==> src/rtl/vcmux_rr_credit.sv <==
// vcmux_rr_credit: N-VC output multiplexer for one router output port.
// Round-robin arbitration with packet hold, per-VC downstream credit
// tracking, and a single registered output stage towards the link.
module vcmux_rr_credit #(
    parameter  int NVC     = 4,
    parameter  int DATAW   = 64,
    parameter  int PORTW   = 5,
    parameter  int DSTW    = 5,
    parameter  int CREDITS = 4,
    localparam int VCW     = $clog2(NVC)
) (
    input  logic                 clk,
    input  logic                 rst_,
    input  logic [NVC-1:0]       ivalid,
    input  logic [NVC*DATAW-1:0] idata,
    input  logic [NVC-1:0]       ireq,
    input  logic [NVC*PORTW-1:0] iport,
    input  logic [NVC*DSTW-1:0]  imultab,
    input  logic [NVC-1:0]       credit_in,
    output logic                 ovalid,
    output logic [DATAW-1:0]     odata,
    output logic [VCW-1:0]       ovch,
    output logic [NVC-1:0]       vcsel,
    output logic                 req,
    output logic [PORTW-1:0]     port,
    output logic [DSTW-1:0]      multab_en,
    output logic [NVC-1:0]       sent,
    output logic [NVC-1:0]       crd_zero,
    output logic                 crd_err
);

    // Credit counters hold 0..15, enough for any legal CREDITS value.
    localparam int CW = 4;

    logic [NVC-1:0]   last_r;
    logic [VCW-1:0]   rr_ptr_r;
    logic [CW-1:0]    credit_r     [NVC];
    logic [CW-1:0]    credit_nxt_s [NVC];
    logic [NVC-1:0]   nz_s;
    logic [NVC-1:0]   elig_s;
    logic [NVC-1:0]   hold_s;
    logic [NVC-1:0]   vcsel_s;
    logic [NVC-1:0]   sent_s;
    logic [NVC-1:0]   err_s;
    logic [VCW-1:0]   grant_idx_s;
    logic [DATAW-1:0] data_sel_s;

    // Binary index of a one-hot (or zero) vector; zero maps to index 0.
    function automatic logic [VCW-1:0] onehot_idx(input logic [NVC-1:0] v);
        logic [VCW-1:0] idx;
        idx = '0;
        for (int i = 0; i < NVC; i++) begin
            idx = v[i] ? VCW'(i) : idx;
        end
        return idx;
    endfunction

    // A VC may win arbitration only if it requests and has downstream space.
    always_comb begin
        nz_s   = '0;
        elig_s = '0;
        for (int i = 0; i < NVC; i++) begin
            nz_s[i]   = (credit_r[i] != CW'(0));
            elig_s[i] = ireq[i] & nz_s[i];
        end
    end

    // Grant: the current packet owner keeps the output (even when stalled on
    // credit); otherwise the first eligible VC after rr_ptr wins.
    always_comb begin
        logic [NVC-1:0] pick_hi_s;
        logic [NVC-1:0] pick_lo_s;
        logic           found_hi_s;
        logic           found_lo_s;
        pick_hi_s  = '0;
        pick_lo_s  = '0;
        found_hi_s = 1'b0;
        found_lo_s = 1'b0;
        hold_s     = last_r & ireq;
        for (int i = 0; i < NVC; i++) begin
            if (elig_s[i] && !found_hi_s && (i > int'(rr_ptr_r))) begin
                pick_hi_s[i] = 1'b1;
                found_hi_s   = 1'b1;
            end else if (elig_s[i] && !found_lo_s && (i <= int'(rr_ptr_r))) begin
                pick_lo_s[i] = 1'b1;
                found_lo_s   = 1'b1;
            end else begin
                pick_hi_s[i] = pick_hi_s[i];
            end
        end
        if (|hold_s) begin
            vcsel_s = hold_s;
        end else if (found_hi_s) begin
            vcsel_s = pick_hi_s;
        end else begin
            vcsel_s = pick_lo_s;
        end
    end

    // Launch, index encode and per-VC field muxing for the granted VC.
    always_comb begin
        sent_s      = vcsel_s & ivalid & nz_s;
        grant_idx_s = onehot_idx(vcsel_s);
        data_sel_s  = '0;
        port        = '0;
        multab_en   = '0;
        for (int i = 0; i < NVC; i++) begin
            data_sel_s = data_sel_s | (vcsel_s[i] ? idata[i*DATAW +: DATAW] : '0);
            port       = port       | (vcsel_s[i] ? iport[i*PORTW +: PORTW] : '0);
            multab_en  = multab_en  | (vcsel_s[i] ? imultab[i*DSTW +: DSTW] : '0);
        end
    end

    // Next credit value per VC; a return while already full is an error and is dropped.
    always_comb begin
        err_s = '0;
        for (int i = 0; i < NVC; i++) begin
            credit_nxt_s[i] = credit_r[i];
            case ({sent_s[i], credit_in[i]})
                2'b10: credit_nxt_s[i] = credit_r[i] - CW'(1);
                2'b01: begin
                    if (credit_r[i] == CW'(CREDITS)) begin
                        err_s[i] = 1'b1;
                    end else begin
                        credit_nxt_s[i] = credit_r[i] + CW'(1);
                    end
                end
                default: credit_nxt_s[i] = credit_r[i];
            endcase
        end
    end

    // Arbitration history, credit counters and credit status flags.
    always_ff @(posedge clk) begin
        if (!rst_) begin
            last_r   <= '0;
            rr_ptr_r <= VCW'(NVC - 1);
            crd_zero <= '0;
            crd_err  <= 1'b0;
            for (int i = 0; i < NVC; i++) begin
                credit_r[i] <= CW'(CREDITS);
            end
        end else begin
            last_r <= vcsel_s;
            if ((|vcsel_s) && (vcsel_s != last_r)) begin
                rr_ptr_r <= grant_idx_s;
            end
            crd_err <= crd_err | (|err_s);
            for (int i = 0; i < NVC; i++) begin
                credit_r[i] <= credit_nxt_s[i];
                crd_zero[i] <= (credit_nxt_s[i] == CW'(0));
            end
        end
    end

    // Registered output stage; data and VC index hold their last launched value.
    always_ff @(posedge clk) begin
        if (!rst_) begin
            ovalid <= 1'b0;
            odata  <= '0;
            ovch   <= '0;
        end else begin
            ovalid <= |sent_s;
            if (|sent_s) begin
                odata <= data_sel_s;
                ovch  <= grant_idx_s;
            end
        end
    end

    assign vcsel = vcsel_s;
    assign sent  = sent_s;
    assign req   = |ireq;

endmodule

==> config.mk <==
export PLATFORM = sky130hd
export DESIGN_NAME = vcmux_rr_credit
export DESIGN_NICKNAME = d
export VERILOG_FILES = /design/src/rtl/vcmux_rr_credit.sv
export SDC_FILE = /design/constraint.sdc
export NUM_CORES = 1
export LEC_CHECK = 0
export ABC_AREA = 1
export BUFFER_PORTS_ARGS = -buffer_cell sky130_fd_sc_hd__clkbuf_2
export CORE_MARGIN = 8
export CORE_UTILIZATION = 30
export CTS_BUF_LIST = sky130_fd_sc_hd__clkbuf_8 sky130_fd_sc_hd__clkbuf_16
export CTS_CLUSTER_SIZE = 12
export DETAILED_ROUTE_END_ITERATION = 10
export PLACE_DENSITY = 0.67
export SLEW_MARGIN = 5
export SYNTH_ARGS = -nofsm -noshare
export SYNTH_HDL_FRONTEND = slang
export SYNTH_SLANG_ARGS = --single-unit
==> constraint.sdc <==
create_clock -name clk -period 3 [get_ports clk]
set_clock_uncertainty 0.1 [all_clocks]
set_input_delay 0 -clock clk [delete_from_list [all_inputs] [get_ports clk]]
set_output_delay 0 -clock clk [all_outputs]
set_load 0.005 [all_outputs]
### Word-level counts from Yosys, hierarchy flattened

Memory sizes are Yosys's and may differ from the RTL's.
Index checks and enable logic that the tools add are counted.

* register bits: 78
* RAM bits: 16
* word-level logic and storage cells: 141
* memories kept: 1

Memories
* credit_r: depth 4, width 4, read ports 4, clocked after memory_dff 0, write ports 4, line 37 `logic [CW-1:0] credit_r [NVC];`

* $add $sub $neg: 8
* $lt $le $gt $ge: 6
* eq/ne operators: 13
* mux-type cells: 55
* bitwise gates (word level): 21
* reduce and logical (&&, ||, !) cells: 30

Operators with widths (count)
* two-way mux 64 bit: 4
* bitwise OR 64 bit: 3
* two-way mux 4 bit: 10
* two-way mux 5 bit: 8
* case mux 4 bit (2 select lines): 4
* bitwise OR 5 bit: 6
* two-way mux 1 bit: 27
* OR reduction 4 bit: 5
* adder 4 x 1 -> 4 bit, second input constant: 4
* equality test 4 x 3 -> 1 bit, second input constant: 4
* logical NOT 4 bit: 4
* nonzero test 4 bit: 4
* subtractor 4 x 1 -> 4 bit, second input constant: 4
* AND 4 bit: 3
* logical AND 1 bit: 12
* equality test 2 x 1 -> 1 bit, second input constant: 4
* equality test 2 bit, second input constant: 4
* logical NOT 1 bit: 5
* bitwise OR 1 bit: 5
* AND 1 bit: 4
* greater-than comparator 2 bit, first input constant: 2
* less-or-equal comparator 2 bit, first input constant: 2
* two-way mux 2 bit: 2
* != test 4 bit: 1
* other kinds (2): 2

### Longest topological paths before layout

Gate-level depths: netlist of run 1.

* depth in word-level cells: 26
* mapped depth: 20
* depth with buffers taken out: 19

### Worst setup path before layout of run 1

OpenSTA, ideal clock, no wires.

* kind: flip-flop to flip-flop
* start: memory credit_r[1][0]
* end: register crd_zero[3]
* setup time: 0.078 ns
* data arrival time: 2.463 ns
* required time: 2.822 ns
* slack: 0.359 ns
* stages on the path, launching flop included: 18
* buffers on the path: 1
* clock period less this slack: 2.641 ns
* cell sequence: dfxtp_1 inv_1 ha_1 nand3_2 nand3_1 nand2_1 o21ai_1 nand2_1 nand2_1 nand2_2 buf_2 inv_1 ha_1 inv_1 nand2_1 o32ai_1 nand2_1 nor3_1

RTL lines
* start, declared: line 37
* end signal, assigned by index: line 151 `crd_zero[i] <= (credit_nxt_s[i] == CW'(0));`
* end, declared: line 28 `output logic [NVC-1:0] crd_zero,`

==> summary.md, run 1 <==
| Metric | Value |
|---|---|
| NumNets Final | 1,878 |
| 1st-iter DRT viols | around 590 |
| Critical setup path kind | register to register |
| Total Power | ~11 mW |
| Endpoint class of the critical path | register |
| Via density | 4.834 |
| Reg2reg start | credit_r[3][0]$_SDFF_PN0_ |
| CP Data Arrival Time | about 3.0 ns |
| Predominant post-synthesis flop cell | dfxtp_1 |
| Via count | around 9k |
| Synth area leaders | dfxtp_1 30%, nand2_1 22%, nor2_1 8.0%, nand4_1 7.1%, nand3_1 4.8% |
| CP Max Fanout | 19 |
| Largest net degree at the start of global routing | 78 |
| DP Area | between 8000 and 9000 um2 |
| Ant. Diodes | 0 |
| Synth warn | 0 |
| Hold Path Origin | rst_ |
| Final Hold Slack | 0.06884 ns |
| Area leader, netlist | dfxtp_1 |
| HPWL after DPL | around 21,000 um |
| H-tree depth | 3 |
| Drt total wl | a little over 30,000 um |
| Worst skew pair latency | 0.34 ns |
| P per Cell Area | approximately 1100 nW/um2 |
| Crit start category | register |
| Total CTS buffers | 9 |
| Vias in the first global route | roughly 8.8k |
| Highest clock rate | roughly 350 MHz |
| Syn_nets | around 1.4k |
| First-pass GRT wire length | ~45,000 um |
| Maxcap violations | 0 |
| # IOs | approximately 400 |
| Area Growth Syn to Fin | 63.47% |
| Outcome | finished clean |
| CTS Root Cell | clkbuf_16 |
| Slew margin rel. | 0.6493 |
| Reg2reg path depth | 16 |
| Hold endpoint | odata[34]$_SDFFE_PN0P_ |
| Post-synth EDFFs | 0 |
| Count leader, synth | nand2_1 |
| FF-to-FF End | odata[3]$_SDFFE_PN0P_ |
| Fillers | ~2.1k |
| Final Setup Violations | 0 |
| Core area | roughly 21,000 um2 |
| TritonRoute pass-1 iters | 7 |
| Share of the synthesized area in the top cell type | 0.2978 |
| Clock sinks | 94 |
| CTS clk-pin slew, worst paths | approximately 0.07 ns |
| Non-Filler Instances | roughly 1.8k |
| Most frequent cells after synthesis | 378 x nand2_1, 135 x nor2_1, 94 x dfxtp_1 |
| GRT overflow | 0 |
| Placed Cells | 1,680 |
| Initial antenna violation count | 0 |
| Flop2flop setup slack | between 0.15 and 0.2 ns |
| Cells after Synth | roughly 1.1k |
| P_leak | about 5.4 nW |
| Worst EP required | around 3.2 ns |
| Flops & latches, synth | 94 |
| Die width | ~160 um |
| IO buf count | 400 |
| Post-layout minimum cycle time | 2.840 ns |
| Fin worst setup slack | 0.1601 ns |
| Starting density of the core | 0.3035 |
| Hold WC Path Type | primary input to register |
| TritonCTS clock tree | built |
| Die Height | roughly 160 um |
| Count of pins over their slew limit | 0 |
| Final instance area | about 10,000 um2 |
| Seq/Total Area, Yosys | 0.2978 |
| Final Hold Viols | 0 |
| Gr usage total | 0.2144 |
| Multi-input logic area | between 3000 and 4000 um2 |
| FF+latch area | 1882 um2 |
| Hold path depth | 3 |
| CTS max path bufs | 2 |
| Gpl congestion | 0.8641 |
| Setup bufs post-CTS | 0 |
| Tcrit/Tclk final | 0.9466 |
| Worst-Margin Slew | ~0.52 ns |
| Asr flop ratio synth | 0 |
| Share of cells above drive strength 1 | 0.3025 |
| Avg WL per Cell | approximately 17 um |
| DIE AREA | roughly 26,000 um2 |
| Worst slack at placement | about 0.43 ns |
| Setup TNS | 0 ns |
| Post-Syn Area | 6320 um2 |
| Post-Syn Area per Cell | between 6 and 7 um2 |
| Drc violations | 0 |
| VDD IR max | approximately 470 uV |
| Detail Route Antenna Nets | 0 |
| Row count | 53 |
| Util after Layout | 0.4962 |
| Yosys cell types | 39 |
==> cells by family (layout without fill, tap and decap cells) <==
family          Yosys count  count (layout)  share of synthesized area
compound gates          115             115                    0.09959
xor+xnor                  7               7                   0.009701
fa+ha+maj                16              16                    0.03168
buf+inv                 142             649                     0.1004
flops                    94              94                     0.2978
mux                       1               1                   0.001584
simple gates            675             675                     0.4593
==> area by class of cell <==
class / count / share of cell area
inverter: 81 / 0.02991
timing repair buffer: 552 / 0.3547
clock inverter: 7 / 0.008478
sequential: 94 / 0.1821
tap: 275 / 0.03330
clock buffer: 9 / 0.02180
multi-input combinational: 814 / 0.3696
==> sequential cells by signal, indices dropped and copies added (netlist names) <==
signal	flops
odata	64
credit_r	16
crd_zero	4
last_r	4
ovch	2
rr_ptr_r	2
crd_err	1
ovalid	1
==> layout by cell type, fill, tap and decap left out, drive strengths merged, types with 3 or more instances in the layout <==
cell	synthesis	final
a211oi	4	4
a21oi	37	37
and2	4	4
buf	40	16
clkbuf	21	416
clkinv	1	4
dfxtp	94	94
dlygate4sd3	0	129
ha	16	16
inv	80	82
nand2	387	387
nand3	69	69
nand4	72	72
nor2	139	139
nor3	3	3
o211ai	5	5
o21ai	61	61
xnor2	3	3
xor2	4	4
==> power by group <==
part	total, mW	switching (mW)	internal (mW)
Clock	1.24	0.513	0.727
Sequential	2.02	0.280	1.74
Combinational	7.73	4.37	3.37
==> how the worst max path moves through the flow <==
| stage | start | to | depth (start not counted) |
|---|---|---|---|
| 6_report | credit_r[3][0]$_SDFF_PN0_ | odata[3]$_SDFFE_PN0P_ | 16 |
| 5_1_grt | credit_r[3][0]$_SDFF_PN0_ | odata[7]$_SDFFE_PN0P_ | 16 |
| 4_1_cts | credit_r[3][0]$_SDFF_PN0_ | odata[50]$_SDFFE_PN0P_ | 16 |
| 3_5_place_dp | credit_r[1][0]$_SDFF_PN0_ | odata[50]$_SDFFE_PN0P_ | 14 |
| 3_3_place_gp | credit_r[3][0]$_SDFF_PN0_ | crd_zero[1]$_SDFF_PN0_ | 17 |
| 2_1_floorplan | credit_r[1][0]$_SDFF_PN0_ | crd_zero[3]$_SDFF_PN0_ | 17 |
==> repair_timing <==
action	4_1_cts	5_1_grt
hold endpoints to repair	65	0
gates resized for setup	0	8
hold buffers	129	0
setup endpoints to repair	0	42
==> routing by layer <==
metal  share of wire  global-route usage  vias to the layer above
met1            0.40              0.2446                     3936
met3           0.077             0.05676                       73
li1                -                   -                     4408
met2            0.48              0.3663                      439
met5               0                   0                        -
met4           0.040              0.1031                        0
==> critical path, cell delays in order, from the launching register on <==
cell,delay [ns]
dfxtp_1,0.34
inv_1,0.14
ha_1,0.24
nand2_1,0.12
nand3_2,0.09
nand2_1,0.07
inv_2,0.07
nand3_2,0.08
nand2_2,0.24
buf_16,0.20
nand2_1,0.07
nand2_1,0.12
inv_1,0.06
nand3_1,0.07
dlygate4sd3_1,0.54
nand2_1,0.05
a21oi_1,0.15
No activity file was read; power rests on OpenSTA's default activity.
==> run 2: changes to the inputs <==
--- a/config.mk
+++ b/config.mk
@@ -7,12 +7,15 @@
 export LEC_CHECK = 0
 export ABC_AREA = 1
 export BUFFER_PORTS_ARGS = -buffer_cell sky130_fd_sc_hd__clkbuf_2
+export CELL_PAD_IN_SITES_DETAIL_PLACEMENT = 2
+export CELL_PAD_IN_SITES_GLOBAL_PLACEMENT = 2
 export CORE_MARGIN = 8
-export CORE_UTILIZATION = 30
+export CORE_UTILIZATION = 20
 export CTS_BUF_LIST = sky130_fd_sc_hd__clkbuf_8 sky130_fd_sc_hd__clkbuf_16
 export CTS_CLUSTER_SIZE = 12
 export DETAILED_ROUTE_END_ITERATION = 10
-export PLACE_DENSITY = 0.67
+export PLACE_DENSITY = 0.88
+export RECOVER_POWER = 50
 export SLEW_MARGIN = 5
 export SYNTH_ARGS = -nofsm -noshare
 export SYNTH_HDL_FRONTEND = slang
==> summary.md, run 2 (synthesis gave the netlist of run 1 again) <==
| Metric | Value |
|---|---|
| Final Hold Slack | 0.01875 ns |
| P_leak | just over 5 nW |
| Most common cell after layout, fill and taps aside | nand2_1 |
| Drt total wl | about 46,000 um |
| TritonRoute pass-1 iters | 5 |
| Worst-Margin Slew | 0.5716 ns |
| GRT overflow | 0 |
| Detail Route Antenna Nets | 0 |
| CTS clk-pin slew, worst paths | roughly 0.08 ns |
| Gr usage total | 0.2218 |
| Post-layout minimum cycle time | 2.883 ns |
| Crit path cell chain | nand2_1, nand2_1, nor2_2, nand2_2, a21oi_1, nand2_1, nand2_4, clkbuf_16, nand2_1, nand3_1, dlygate4sd3_1, nand2_1, a21oi_1 |
| Max FFs per register | 64 |
| Final Hold Viols | 0 |
| H-tree depth | 3 |
| CP Data Arrival Time | roughly 3 ns |
| Fillers | 3,788 |
| CP bufs+invs | 2 |
| Endpoint class of the critical path | register |
| Starting density of the core | 0.2018 |
| Largest net degree at the start of global routing | slightly below 80 |
| Die Height | 193.8 um |
| Top reg by flops | odata |
| Worst EP required | 3.16 ns |
| Avg WL per Cell | between 20 and 25 um |
| CP most frequent cell | nand2_1 |
| CTS Root Cell | clkbuf_16 |
| Vias in the first global route | about 11k |
| Total CTS buffers | 9 |
| Multi-input logic area | 3864 um2 |
| VDD IR max | a little over 600 uV |
| DIE AREA | roughly 38,000 um2 |
| CP max stage cell | dlygate4sd3_1 |
| Area Growth Syn to Fin | 68.18% |
| Commonest non-fill, non-tap cells in the layout | 374 x nand2_1, 328 x clkbuf_2, 136 x dlygate4sd3_1 |
| Outcome | finished clean |
| Count of pins over their slew limit | 0 |
| Top delay family on crit path | simple AND/OR/NAND/NOR gates |
| Initial antenna violation count | 10 |
| RSZ-0062 raised after global routing | true |
| Final Setup Violations | 0 |
| 1st-iter DRT viols | 367 |
| Highest clock rate | around 350 MHz |
| Slew margin rel. | 0.6190 |
| Core area | ~31,000 um2 |
| Via density | around 4.9 |
| CP Max Fanout | 38 |
| Non-Filler Instances | 1,974 |
| Fin worst setup slack | around 0.12 ns |
| Critical setup path kind | register to register |
| Placed Cells | ~1.8k |
| Tcrit/Tclk final | 0.9610 |
| Clock sinks | 94 |
| FF+latch area | between 1500 and 2000 um2 |
| Share of cells above drive strength 1 | 0.2639 |
| Row count | between 60 and 70 |
| Crit path largest cell delay | 0.55 ns |
| Worst skew pair latency | ~0.36 ns |
| Hold WC Path Type | primary input to register |
| CTS max path bufs | 2 |
| Util after Layout | 0.3395 |
| Gpl congestion | approximately 0.85 |
| HPWL after DPL | ~28,000 um |
| Maxcap violations | 0 |
| Crit start category | register |
| IO buf count | 400 |
| P per Cell Area | roughly 1100 nW/um2 |
| Biggest regs | odata: 64 flops, credit_r: 16 flops |
| Drc violations | 0 |
| # IOs | between 400 and 500 |
| TritonCTS clock tree | built |
| Die width | between 150 and 200 um |
| Worst slack at placement | roughly 0.22 ns |
| First-pass GRT wire length | roughly 66,000 um |
| NumNets Final | 1,886 |
| Via count | slightly below 10k |
-- run 2: final timing paths --
| kind | from | end | slack, ns | cells after the start |
|---|---|---|---|---|
| worst min register to register | crd_err$_SDFF_PN0_ | crd_err$_SDFF_PN0_ | 0.40 | 2 |
| worst max register to register | last_r[0]$_SDFF_PN0_ | odata[43]$_SDFFE_PN0P_ | 0.12 | 13 |
| worst min-delay path | idata[37] | odata[37]$_SDFFE_PN0P_ | 0.02 | 7 |
| worst max-delay path | last_r[0]$_SDFF_PN0_ | odata[43]$_SDFFE_PN0P_ | 0.12 | 13 |
-- run 2: layout make-up --
class	count	area share
multi-input combinational	814	0.3635
timing repair buffer	560	0.3484
sequential	94	0.1776
tap	402	0.04732
inverter	81	0.02908
clock buffer	9	0.02119
clock inverter	7	0.01118
antenna	7	0.001648
-- run 2: routing by layer --
| layer | up-vias | GRT usage | share of wire |
|---|---|---|---|
| met4 | 6 | 0.1058 | 0.047 |
| met1 | 4692 | 0.2285 | 0.38 |
| met5 | - | 0 | 0.00097 |
| li1 | 4425 | - | - |
| met3 | 124 | 0.06630 | 0.063 |
| met2 | 369 | 0.4065 | 0.51 |
-- run 2: worst min-delay path, cell delays in order --
cell and delay [ns]:
clkbuf_2 0.09, nand2_1 0.06, nand2_1 0.04, inv_1 0.04
nand3_1 0.05, nand2_1 0.08, a21oi_1 0.06
-- run 2: where the power goes --
group	switching (mW)	internal, mW	total, mW
registers	0.362	1.74	2.11
logic	5.24	3.24	8.48
clock network	0.579	0.820	1.40
-- run 2: what timing repair did --
item,in CTS,in global routing
hold endpoints to repair,64,0
setup buffers,0,1
hold buffers,136,0
gates resized for setup,0,28
endpoints found under the setup margin,0,52
-- run 2: through the flow --
stage	power, mW	area (um2)	setup TNS (ns)
5_1_grt	12.79	10630	-0.1601
4_1_cts	10.88	10380	0
3_3_place_gp	8.213	8677	0
6_report	11.98	10630	0
3_5_place_dp	8.502	8677	0
2_1_floorplan	6.019	6320	0
